===== config.mk =====
export PLATFORM = sky130hd
export DESIGN_NAME = fetch_unit
export DESIGN_NICKNAME = d
export VERILOG_FILES = /design/src/rtl/cpu_pkg.sv /design/src/rtl/fetch_mem_if.sv /design/src/rtl/fetch_unit.sv
export SDC_FILE = /design/constraint.sdc
export NUM_CORES = 1
export LEC_CHECK = 0
export ABC_AREA = 0
export BUFFER_PORTS_ARGS = -buffer_cell sky130_fd_sc_hd__buf_2
export CAP_MARGIN = 40
export CORE_ASPECT_RATIO = 1.25
export CORE_MARGIN = 1.5
export CORE_UTILIZATION = 46
export CTS_CLUSTER_SIZE = 25
export DETAILED_ROUTE_END_ITERATION = 12
export MAX_ROUTING_LAYER = met4
export PLACE_DENSITY = 0.83
export SYNTH_ARGS = -nofsm -noshare
export SYNTH_HDL_FRONTEND = slang
export SYNTH_SLANG_ARGS = --single-unit

===== constraint.sdc =====
create_clock -name clk -period 3.4 [get_ports clk]
set_input_delay 0.68 -clock clk [delete_from_list [all_inputs] [get_ports clk]]
set_output_delay 0.68 -clock clk [all_outputs]
set_load 0.02 [all_outputs]

===== src/rtl/cpu_pkg.sv =====
// Shared definitions for the 8-bit core: bus widths, special opcodes and the
// fetch sequencer state encoding.
package cpu_pkg;

  localparam int ADDR_W      = 8;
  localparam int DATA_W      = 8;
  localparam int TIMEOUT_CYC = 15;

  localparam logic [7:0] JMP_OP = 8'hA0;
  localparam logic [7:0] HLT_OP = 8'hFF;

  typedef enum logic [2:0] {
    ST_IDLE,
    ST_FETCH_OP,
    ST_INC_OP,
    ST_FETCH_OPR,
    ST_INC_OPR,
    ST_JUMP,
    ST_DISPATCH,
    ST_HALT
  } fetch_state_t;

endpackage


===== src/rtl/fetch_mem_if.sv =====
// Single-outstanding req/ack read port shared by opcode and operand fetches.
// With FETCH_TIMEOUT_EN defined, a stalled request raises a one-cycle timeout.
module fetch_mem_if
  import cpu_pkg::*;
#(
  parameter int ADDR_W = cpu_pkg::ADDR_W,
  parameter int DATA_W = cpu_pkg::DATA_W
`ifdef FETCH_TIMEOUT_EN
  , parameter int TIMEOUT_CYC = cpu_pkg::TIMEOUT_CYC
`endif
) (
`ifdef FETCH_TIMEOUT_EN
  input  logic              clk,
  input  logic              reset,
`endif
  input  logic              req,
  input  logic [ADDR_W-1:0] addr,
  output logic              mem_rd,
  output logic [ADDR_W-1:0] mem_addr,
  input  logic [DATA_W-1:0] mem_data,
  input  logic              mem_ack,
  output logic              done,
  output logic [DATA_W-1:0] rd_data,
  output logic              timeout
);

  // An ack only counts while a request is up; stray acks are ignored.
  assign mem_rd   = req;
  assign mem_addr = req ? addr : '0;
  assign done     = req && mem_ack;
  assign rd_data  = mem_data;

`ifdef FETCH_TIMEOUT_EN
  localparam int                CNT_W    = $clog2(TIMEOUT_CYC + 1);
  localparam logic [CNT_W-1:0]  CNT_LAST = CNT_W'(TIMEOUT_CYC - 1);

  logic [CNT_W-1:0] wait_cnt;

  always_ff @(posedge clk or negedge reset) begin
    if (!reset)
      wait_cnt <= '0;
    else if (!req || mem_ack)
      wait_cnt <= '0;
    else
      wait_cnt <= wait_cnt + CNT_W'(1);
  end

  // Fires on the last cycle of the window, so mem_rd is high for exactly TIMEOUT_CYC cycles.
  assign timeout = req && !mem_ack && (wait_cnt == CNT_LAST);
`else
  assign timeout = 1'b0;
`endif

endmodule


===== src/rtl/fetch_unit.sv =====
// Instruction fetch sequencer: reads opcode/operand bytes at the PC, steps or
// reloads the PC, and hands instructions to the decoder. Optional: FETCH_TIMEOUT_EN.
module fetch_unit
  import cpu_pkg::*;
#(
  parameter int               ADDR_W = cpu_pkg::ADDR_W,
  parameter int               DATA_W = cpu_pkg::DATA_W,
  parameter logic [DATA_W-1:0] JMP_OP = cpu_pkg::JMP_OP,
  parameter logic [DATA_W-1:0] HLT_OP = cpu_pkg::HLT_OP
`ifdef FETCH_TIMEOUT_EN
  , parameter int             TIMEOUT_CYC = cpu_pkg::TIMEOUT_CYC
`endif
) (
  input  logic              clk,
  input  logic              reset,
  input  logic [ADDR_W-1:0] pc_addr,
  output logic              pc_enable,
  output logic              pc_ld,
  output logic [ADDR_W-1:0] pc_inp,
  output logic              mem_rd,
  output logic [ADDR_W-1:0] mem_addr,
  input  logic [DATA_W-1:0] mem_data,
  input  logic              mem_ack,
  output logic              ir_valid,
  input  logic              ir_ready,
  output logic [DATA_W-1:0] ir_opcode,
  output logic [DATA_W-1:0] ir_operand,
  output logic              halted,
  output logic              fetch_err
);

  fetch_state_t      state, next_state;
  logic [DATA_W-1:0] opcode_q, operand_q;
  logic              fetch_req, done, timeout;
  logic [DATA_W-1:0] rd_data;

  assign fetch_req = (state == ST_FETCH_OP) || (state == ST_FETCH_OPR);

  fetch_mem_if #(
    .ADDR_W(ADDR_W),
    .DATA_W(DATA_W)
`ifdef FETCH_TIMEOUT_EN
    , .TIMEOUT_CYC(TIMEOUT_CYC)
`endif
  ) u_mem_if (
`ifdef FETCH_TIMEOUT_EN
    .clk     (clk),
    .reset   (reset),
`endif
    .req     (fetch_req),
    .addr    (pc_addr),
    .mem_rd  (mem_rd),
    .mem_addr(mem_addr),
    .mem_data(mem_data),
    .mem_ack (mem_ack),
    .done    (done),
    .rd_data (rd_data),
    .timeout (timeout)
  );

  always_ff @(posedge clk or negedge reset) begin
    if (!reset)
      state <= ST_IDLE;
    else
      state <= next_state;
  end

  // A new opcode clears the operand so single-byte instructions present 0.
  always_ff @(posedge clk or negedge reset) begin
    if (!reset) begin
      opcode_q  <= '0;
      operand_q <= '0;
    end else if (done) begin
      if (state == ST_FETCH_OP) begin
        opcode_q  <= rd_data;
        operand_q <= '0;
      end else begin
        operand_q <= rd_data;
      end
    end
  end

  always_comb begin
    next_state = state;
    pc_enable  = 1'b0;
    pc_ld      = 1'b0;
    ir_valid   = 1'b0;
    halted     = 1'b0;
    case (state)
      ST_IDLE:      next_state = ST_FETCH_OP;
      ST_FETCH_OP: begin
        if (timeout)   next_state = ST_HALT;
        else if (done) next_state = ST_INC_OP;
      end
      ST_INC_OP: begin
        pc_enable = 1'b1;
        if (opcode_q == HLT_OP)      next_state = ST_HALT;
        else if (opcode_q[DATA_W-1]) next_state = ST_FETCH_OPR;
        else                         next_state = ST_DISPATCH;
      end
      ST_FETCH_OPR: begin
        if (timeout)   next_state = ST_HALT;
        else if (done) next_state = ST_INC_OPR;
      end
      ST_INC_OPR: begin
        pc_enable  = 1'b1;
        next_state = (opcode_q == JMP_OP) ? ST_JUMP : ST_DISPATCH;
      end
      ST_JUMP: begin
        pc_ld      = 1'b1;
        next_state = ST_FETCH_OP;
      end
      ST_DISPATCH: begin
        ir_valid = 1'b1;
        if (ir_ready) next_state = ST_FETCH_OP;
      end
      ST_HALT:      halted = 1'b1;
      default:      next_state = ST_IDLE;
    endcase
  end

  assign pc_inp     = pc_ld ? operand_q[ADDR_W-1:0] : '0;
  assign ir_opcode  = opcode_q;
  assign ir_operand = operand_q;

`ifdef FETCH_TIMEOUT_EN
  logic err_q;

  always_ff @(posedge clk or negedge reset) begin
    if (!reset)
      err_q <= 1'b0;
    else if (timeout)
      err_q <= 1'b1;
  end

  assign fetch_err = err_q;
`else
  assign fetch_err = 1'b0;
`endif

endmodule


==> results of run 1 <==
-- routing by layer --
metal | track usage | wire length [microns] | up-vias
li1 | - | - | 474
met1 | 0.2192 | 909 | 431
met2 | 0.3469 | 1178 | 68
met3 | 0.003247 | 151 | 6
met4 | 0.1261 | 66 | 0
met5 | - | 0 | -
-- flip-flops by register name (all words and copies together), names as in the netlist --
signal	flops
ir_opcode	8
state	3
ir_operand	8
-- logic make-up after synthesis --
kind of cell,count (synthesis)
and+or+nand+nor,51
AOI/OAI and AO/OA,19
DFF,19
muxes,9
buffers and inverters,7
other,1
-- synth_stat cells --
master / instances
a211o_1: 1
a21bo_2: 1
a21oi_1: 2
a22oi_1: 2
and2_1: 16
and3b_1: 1
buf_2: 3
buf_4: 1
buf_6: 1
clkbuf_1: 1
conb_1: 1
dfrtp_1: 19
inv_2: 1
mux2_2: 8
mux2i_1: 1
nand2_1: 20
nand2b_1: 3
nand3_1: 1
nand3b_1: 1
nand4_1: 1
nor2_1: 3
nor2_2: 1
nor3_4: 1
nor4_1: 1
nor4bb_1: 1
o2111ai_1: 1
o211a_1: 1
o21ai_0: 10
o31ai_1: 1
or3b_2: 1
-- metrics by stage --
stage / instances / total power [mW] / hold WS [ps]
4_1_cts: 180 / 1.269 / 308.5
3_5_place_dp: 176 / 1.151 / 481.7
5_1_grt: 180 / 1.358 / 311.0
3_3_place_gp: 176 / 1.127 / 474.2
6_report: 180 / 1.265 / 292.0
2_1_floorplan: 106 / 0.9453 / 384.4
-- final cells by class --
cell class / count / area [sq um]
fillers: 162 / 711.9
multi-input cells: 80 / 504.2
flip-flops and latches: 19 / 475.5
repair buffers: 56 / 280.3
clock buffers: 4 / 26.28
well taps: 20 / 25.02
inverters: 1 / 3.754
-- worst min path at each step --
stage	end	depth (start not counted)
floorplan	ir_opcode[0]	0
global placement	ir_operand[1]	2
detailed placement	ir_operand[1]	2
CTS	ir_opcode[4]	1
global route	ir_operand[4]	1
finish	ir_operand[4]	1
-- report_power, final --
part	leakage, nW	switching (mW)	internal (mW)
clock network	0.0150	0.0710	0.0458
registers	0.236	0.135	0.332
logic	0.464	0.411	0.270
-- worst max-delay path, stage by stage, from the launching register on --
cell and delay (ps):
dfrtp_1 610, nand2b_1 310, nor2_2 240, and2_1 160, buf_2 150
==> results.tsv, run 1 <==
stage	metric	value	unit
run_status	status	completed	
logic_synthesis	yosys.area.top_type	dfrtp_1	
logic_synthesis	yosys.area.top_type_share	0.4657	
placed_design	portBuffers	56	
drt	routed_wl	2306	microns
logic_synthesis	synth.area.mux_share	0.09804	
finish	layout.nets	181	
floorplanning	core_area	2027	sq um
floorplanning	initial_core_util	0.5037	
drt	ant_nets	0	
flow_run	max_cap_viol_count	0	
finish	final_area	1315	sq um
floorplanning	design.die.area	2513	sq um
drt	wl_per_cell	12.81	microns
drt	vias	979	
power_and_ir_drop	power_leakage	0.7149	nW
cts	cts_resized	0	
critical_path	regToRegStartpoint	state[1]	
logic_synthesis	synthAdderAreaFrac	0	
logic_synthesis	synth_seq_cells	19	
timing	rsz0062_at_grt	false	
cts	clk_latency	300	ps
logic_synthesis	synth_compound_area_frac	0.1176	
power_and_ir_drop	power_density	962.1	nW/um^2
logic_synthesis	synth_area_leaders	dfrtp_1 (47%), and2_1 (9.8%), mux2_2 (8.8%), nand2_1 (7.4%), o21ai_0 (4.9%)	
drt	drt_iter0_drc	43	
cts	post_cts_buffers	0	
cts	clk_path_buf_depth	2	
cts	clock_sinks	19	
drt	avgViaCountPerCell	5.439	
timing	fmax	409.7	MHz
logic_synthesis	synth-simple-area-share	0.2745	
timing	setup_viol_count_final	0	
global_routing	grt_pass1_vias	824	
logic_synthesis	ys_seq_area_frac	0.4657	
logic_synthesis	ys_types	30	
floorplanning	die_height	55.68	microns
timing	finalWorstSetupSlack	958.9	ps
logic_synthesis	avgSynthCellArea	9.632	sq um
drt	drc	0	
finish	antenna_cells	0	
cts	cts_tree	done	
critical_path	critical_path_required	2720	ps
finish	syn_to_final_growth	28.80	%
global_routing	antenna_found_initial	0	
floorplanning	ios	58	
cts	cts_made_buffers	3	
logic_synthesis	synth-xor-area-share	0	
worst_hold_path	hold_class	primary input to async pin	
cts	root_buffer	clkbuf_4	
floorplanning	dieWidth	45.14	microns
critical_path	r2r_end	state[0]	
finish	drive_above_1_share	0.4500	
global_routing	grt_start_max_net_pins	21	
critical_path	cp.arrival	1760	ps
critical_path	critPathKind	flop to output pin	
critical_path	r2r_slack	1790	ps
power_and_ir_drop	ir_drop	0.5737	mV
cts	cts.reportedPaths.clkPinSlew	110	ps
floorplanning	rows	18	
critical_path	r2r_cells	3	
finish	utilization	0.6488	
global_routing	grt_pass1_wl	3608	microns
logic_synthesis	synth_nets	126	
logic_synthesis	netlist_instances	106	
placed_design	place_worst_setup_slack	1294	ps
critical_path	startpoint_type	flop	
critical_path	crit_path_start	state[1]	
timing	maxSlewViolCount	0	
finish	layout_common_cells	buf_2 (56), nand2_1 (20), dfrtp_1 (19)	
timing	fin_setup_tns	0	ps
global_routing	grt_util_all_layers	0.2020	
timing	final-hold-violation-count	0	
finish	final_common_cell	buf_2	
cts	htreeDepth	1	
critical_path	crit_path_end_kind	output pin	
logic_synthesis	yosys_warnings	0	
timing	fin_worst_skew	7.488	ps
logic_synthesis	synth_top_family_by_area	simple AND/OR/NAND/NOR gates	
placed_design	hpwl	1813	microns
timing	fin_crit	2441	ps
placed_design	routabilityCongestion	0.7999	
drt	dr.pass1.iters	4	
timing	timing.final.crit_share	0.7180	
critical_path	critPathMaxFanout	20	
critical_path	endpoint	pc_inp[3]	
timing	worst_slew_pin_slew	577.2	ps
logic_synthesis	syn_area	1021	sq um
timing	slew_headroom	0.6152	
global_routing	overflow	0	
cts	postCtsHoldBufs	0	
placed_design	place_area	1289	sq um
Note: power is estimated with default switching activity, not from simulation.
==> inputs of run 2 (changes only) <==
Settings changed: CORE_UTILIZATION 46 to 39, PLACE_DENSITY 0.83 to 0.75.
Clock period 3.4 ns to 2 ns, I/O delays scaled along.
==> results.tsv, run 2 (synthesized netlist as in run 1, its figures left out) <==
stage	metric	value	unit
run_status	status	completed	
critical_path	path_delay_family	flip-flops	
finish	syn_to_final_growth	32.23	%
finish	fill_cells	250	
global_routing	grt_pass1_wl	3753	microns
critical_path	crit_path_end_kind	output pin	
floorplanning	dieWidth	48.77	microns
cts	cts_tree	done	
power_and_ir_drop	ir_drop	0.9098	mV
timing	setup_viol_count_final	0	
drt	wl_per_cell	12.48	microns
finish	seqCellArea	478.0	sq um
placed_design	place_area	1313	sq um
critical_path	critPathKind	flop to output pin	
global_routing	antenna_found_initial	0	
placed_design	portBuffers	56	
critical_path	max_stage_delay	470	ps
floorplanning	initial_core_util	0.4163	
power_and_ir_drop	power_density	1617	nW/um^2
finish	layout_common_cells	buf_2 (56), nand2_1 (20), dfrtp_1 (17)	
floorplanning	core_area	2452	sq um
power_and_ir_drop	p_clk_frac	0.090	
timing	fin_worst_skew	3.558	ps
critical_path	startpoint_type	flop	
timing	fin_setup_tns	0	ps
timing	final-hold-violation-count	0	
finish	final_area	1350	sq um
cts	root_buffer	clkbuf_4	
global_routing	grt_pass1_vias	807	
power_and_ir_drop	p_sw_frac	0.4861	
drt	dr.pass1.iters	4	
finish	multi_input_area	511.7	sq um
floorplanning	rows	20	
drt	drc	0	
finish	utilization	0.5505	
cts	postCtsHoldBufs	0	
power_and_ir_drop	p_comb_frac	0.566	
timing	rsz0062_at_grt	false	
finish	drive_above_1_share	0.4783	
timing	fmax	535.8	MHz
critical_path	critical_path_required	1600	ps
cts	htreeDepth	1	
power_and_ir_drop	seq_power_share	0.344	
cts	clock_sinks	19	
critical_path	cp.arrival	1470	ps
drt	routed_wl	2422	microns
cts	post_cts_buffers	0	
cts	cts_made_buffers	3	
cts	cts.reportedPaths.clkPinSlew	110	ps
global_routing	overflow	0	
timing	fin_crit	1866	ps
cts	clk_latency	300	ps
power_and_ir_drop	internal-power	1.122	mW
global_routing	grt_util_all_layers	0.1733	
critical_path	crit_buf_inv	2	
drt	drt_iter0_drc	10	
drt	ant_nets	0	
placed_design	place_worst_setup_slack	282.8	ps
finish	layout.nets	182	
power_and_ir_drop	power_switching	1.061	mW
flow_run	max_cap_viol_count	0	
critical_path	critPathMaxFanout	10	
timing	slew_headroom	0.6524	
floorplanning	design.die.area	2936	sq um
drt	vias	938	
timing	timing.final.crit_share	0.9332	
critical_path	r2r_slack	410	ps
timing	finalWorstSetupSlack	133.5	ps
timing	worst_slew_pin_slew	519.8	ps
global_routing	grt_start_max_net_pins	20	
floorplanning	die_height	60.21	microns
finish	final_common_cell	buf_2	
placed_design	hpwl	1940	microns
timing	maxSlewViolCount	0	
critical_path	path_cells	inv_2 > nor2_2 > and2_1 > buf_2	
drt	avgViaCountPerCell	4.835	
critical_path	cpMaxStageDelayCell	dfrtp_2	
floorplanning	ios	58	
cts	clk_path_buf_depth	2	
power_and_ir_drop	power_leakage	0.7209	nW
placed_design	routabilityCongestion	0.8201	
finish	antenna_cells	0	
worst_hold_path	hold_class	primary input to async pin	
-- run 2: layout make-up --
class / count / share of cell area
Multi-Input combinational cell: 80 / 0.3791
Sequential cell: 19 / 0.3540
Timing Repair Buffer: 57 / 0.2132
Tap cell: 33 / 0.03058
Clock buffer: 3 / 0.01668
Clock inverter: 1 / 0.003707
Inverter: 1 / 0.002780
-- run 2: metrics by stage --
step,instances,hold WS (ps),power (mW)
after floorplan,106,104.4,1.607
after CTS,194,23.24,2.188
after global placement,190,352.7,1.943
after detailed placement,190,358.2,1.986
final,194,17.17,2.183
after global routing,194,33.69,2.353
-- run 2: final timing paths --
| kind | from | end | depth (start not counted) |
|---|---|---|---|
| min | reset | ir_operand[4] | 1 |
| max reg2reg | state[2] | ir_opcode[3] | 3 |
| min reg2reg | ir_operand[3] | ir_operand[3] | 2 |
| max | state[0] | mem_addr[4] | 4 |
| max in group asynchronous | reset | state[0] | 1 |
| min in group clk | mem_data[3] | ir_operand[3] | 3 |
-- run 2: repair_timing --
| action | 4_1_cts | 5_1_grt |
|---|---|---|
| pin swaps | 0 | 0 |
| gates resized for setup | 1 | 3 |
| setup endpoints to repair | 8 | 17 |
-- run 2: power by group through the flow --
stage               sequential, mW  combinational [mW]  clock [mW]
floorplan                    0.880               0.727           0
global placement             0.741                1.20           0
detailed placement           0.757                1.23           0
CTS                          0.748                1.24       0.203
global route                 0.787                1.34       0.225
finish                       0.750                1.24       0.197
-- run 2: worst register-to-register path, stage by stage, from the launching register on --
cell      delay, ps
dfrtp_2         490
nand2b_1        250
nor3_4          350
mux2_2          400
-- run 2: layer usage --
metal / wire, microns / GRT usage / up-vias
met5: 0 / - / -
met4: 14 / 0.06939 / 0
met3: 109 / 0.03000 / 2
met2: 1257 / 0.2994 / 29
met1: 1040 / 0.2022 / 439
li1: - / - / 468
==> inputs of run 3 (changes only) <==
Settings changed: CORE_UTILIZATION 39 to 43, MAX_ROUTING_LAYER met4 to default, PLACE_DENSITY 0.75 to 0.89.
Clock period 2 ns to 1.75 ns, I/O delays scaled along.
==> results.tsv, run 3 (synthesized netlist as in run 1, its figures left out) <==
stage	metric	value	unit
cts	root_buffer	clkbuf_4	
power_and_ir_drop	power_switching	1.312	mW
finish	fill_cells	194	
floorplanning	design.die.area	2678	sq um
timing	fin_worst_skew	2.755	ps
placed_design	place_area	1318	sq um
global_routing	overflow	0	
drt	dr.pass1.iters	4	
cts	cts_tree	done	
drt	vias	1026	
power_and_ir_drop	power_leakage	0.7550	nW
flow_run	max_cap_viol_count	0	
global_routing	grt_util_all_layers	0.2260	
worst_hold_path	hold_class	primary input to flop	
critical_path	r2r_end	ir_opcode[0]	
cts	clk_path_buf_depth	2	
critical_path	startpoint_type	flop	
timing	timing.final.crit_share	0.9859	
finish	syn_to_final_growth	39.95	%
finish	final_cells	197	
placed_design	routabilityCongestion	0.7711	
finish	final_common_cell	buf_2	
placed_design	hpwl	2003	microns
global_routing	grt_pass1_wl	4278	microns
floorplanning	initial_core_util	0.4569	
critical_path	regToRegStartpoint	state[2]	
drt	ant_nets	0	
global_routing	antenna_found_initial	0	
global_routing	grt_pass1_vias	938	
critical_path	critical_path_required	1950	ps
critical_path	crit_path_start	state[2]	
run_status	status	completed	
critical_path	cp.arrival	1930	ps
power_and_ir_drop	ir_drop	1.049	mV
timing	fin_crit	1725	ps
floorplanning	core_area	2235	sq um
critical_path	r2r_cells	5	
cts	clock_sinks	19	
finish	antenna_cells	0	
power_and_ir_drop	p_total	2.683	mW
critical_path	critPathKind	flop to flop	
drt	drt_iter0_drc	21	
finish	layout_common_cells	buf_2 (53), nand2_1 (20), dfrtp_1 (18)	
cts	htreeDepth	1	
drt	drc	0	
critical_path	r2r_slack	20	ps
cts	clk_latency	310	ps
drt	avgViaCountPerCell	5.208	
drt	routed_wl	2846	microns
power_and_ir_drop	internal-power	1.371	mW
floorplanning	rows	19	
finish	drive_above_1_share	0.4940	
power_and_ir_drop	p_comb_frac	0.600	
timing	slew_headroom	0.6111	
power_and_ir_drop	seq_power_share	0.316	
placed_design	portBuffers	56	
global_routing	grt_start_max_net_pins	20	
timing	maxSlewViolCount	0	
cts	cts_made_buffers	3	
critical_path	endpoint	ir_opcode[0]	
power_and_ir_drop	power_density	1878	nW/um^2
critical_path	critPathMaxFanout	8	
timing	worst_slew_pin_slew	578.0	ps
placed_design	dp_cells	189	
finish	final_area	1429	sq um
cts	cts.reportedPaths.clkPinSlew	110	ps
power_and_ir_drop	p_sw_frac	0.4891	
timing	fmax	579.6	MHz
floorplanning	ios	58	
drt	wl_per_cell	14.45	microns
power_and_ir_drop	p_clk_frac	0.085	
floorplanning	dieWidth	46.59	microns
floorplanning	die_height	57.48	microns
critical_path	crit_path_end_kind	flop	
finish	layout.nets	187	
timing	setup_viol_count_final	0	
timing	final-hold-violation-count	0	
run 3: cell count changes in the layout (fill, tap and decap cells not counted), sizes merged:
cell	change
buf	+3
dlygate4sd3	+1
nor2	+1
run 3: timing repair:
action                                 in CTS  in global routing
buffers inserted                            1                  1
pin swaps                                   1                  2
setup endpoints to repair                  18                 14
cloned                                      1                  0
endpoints found under the hold margin      19                  0
resized for setup                           5                  7
hold buffers                                1                  0
run 3: per-stage QoR:
step	hold slack [ps]	util	TNS [ps]	worst slack [ps]
after detailed placement	308.4	0.5896	0	154.5
after CTS	280.0	0.6198	0	23.43
after floorplan	54.41	-	0	95.15
after global routing	270.8	0.6394	-6.219	-5.559
after global placement	296.8	0.5896	0	219.3
final	291.2	0.6394	0	24.75
run 3: how the worst min path moves through the flow:
stage,to,slack (ps),start,cells after the start
floorplan,ir_opcode[0],50,reset,0
global placement,ir_operand[7],300,reset,1
detailed placement,ir_operand[6],310,reset,1
CTS,ir_opcode[4],280,mem_data[4],2
global route,ir_opcode[4],270,mem_data[4],2
finish,ir_opcode[4],290,mem_data[4],2
run 3: cell type report:
| type | instances | area [sq um] | area share |
|---|---|---|---|
| clock buffer | 3 | 22.52 | 0.01576 |
| timing repair buffer | 61 | 344.1 | 0.2408 |
| tap | 31 | 38.79 | 0.02715 |
| clock inverter | 1 | 5.005 | 0.003503 |
| sequential | 19 | 476.7 | 0.3336 |
| inverter | 1 | 3.754 | 0.002627 |
| multi-input combinational | 81 | 538.0 | 0.3765 |
run 3: critical path: stages (launching register included):
cell and delay, ps:
dfrtp_2 490, buf_4 180, nand2b_1 220, nor3_4 240, buf_12 150, mux2_2 340
run 3: power groups by stage:
stage / sequential [mW] / combinational [mW] / clock [mW]
2_1_floorplan: 1.01 / 0.831 / 0
3_3_place_gp: 0.822 / 1.41 / 0
3_5_place_dp: 0.846 / 1.45 / 0
4_1_cts: 0.836 / 1.54 / 0.237
5_1_grt: 0.868 / 1.73 / 0.261
6_report: 0.847 / 1.61 / 0.228
run 3: routing by layer:
metal | wire length, microns | track usage | share of wire
met1 | 1008 | 0.2621 | 0.35
met3 | 169 | 0.04430 | 0.059
met4 | 108 | 0.1510 | 0.038
met5 | 0 | 0 | 0
met2 | 1560 | 0.3611 | 0.55
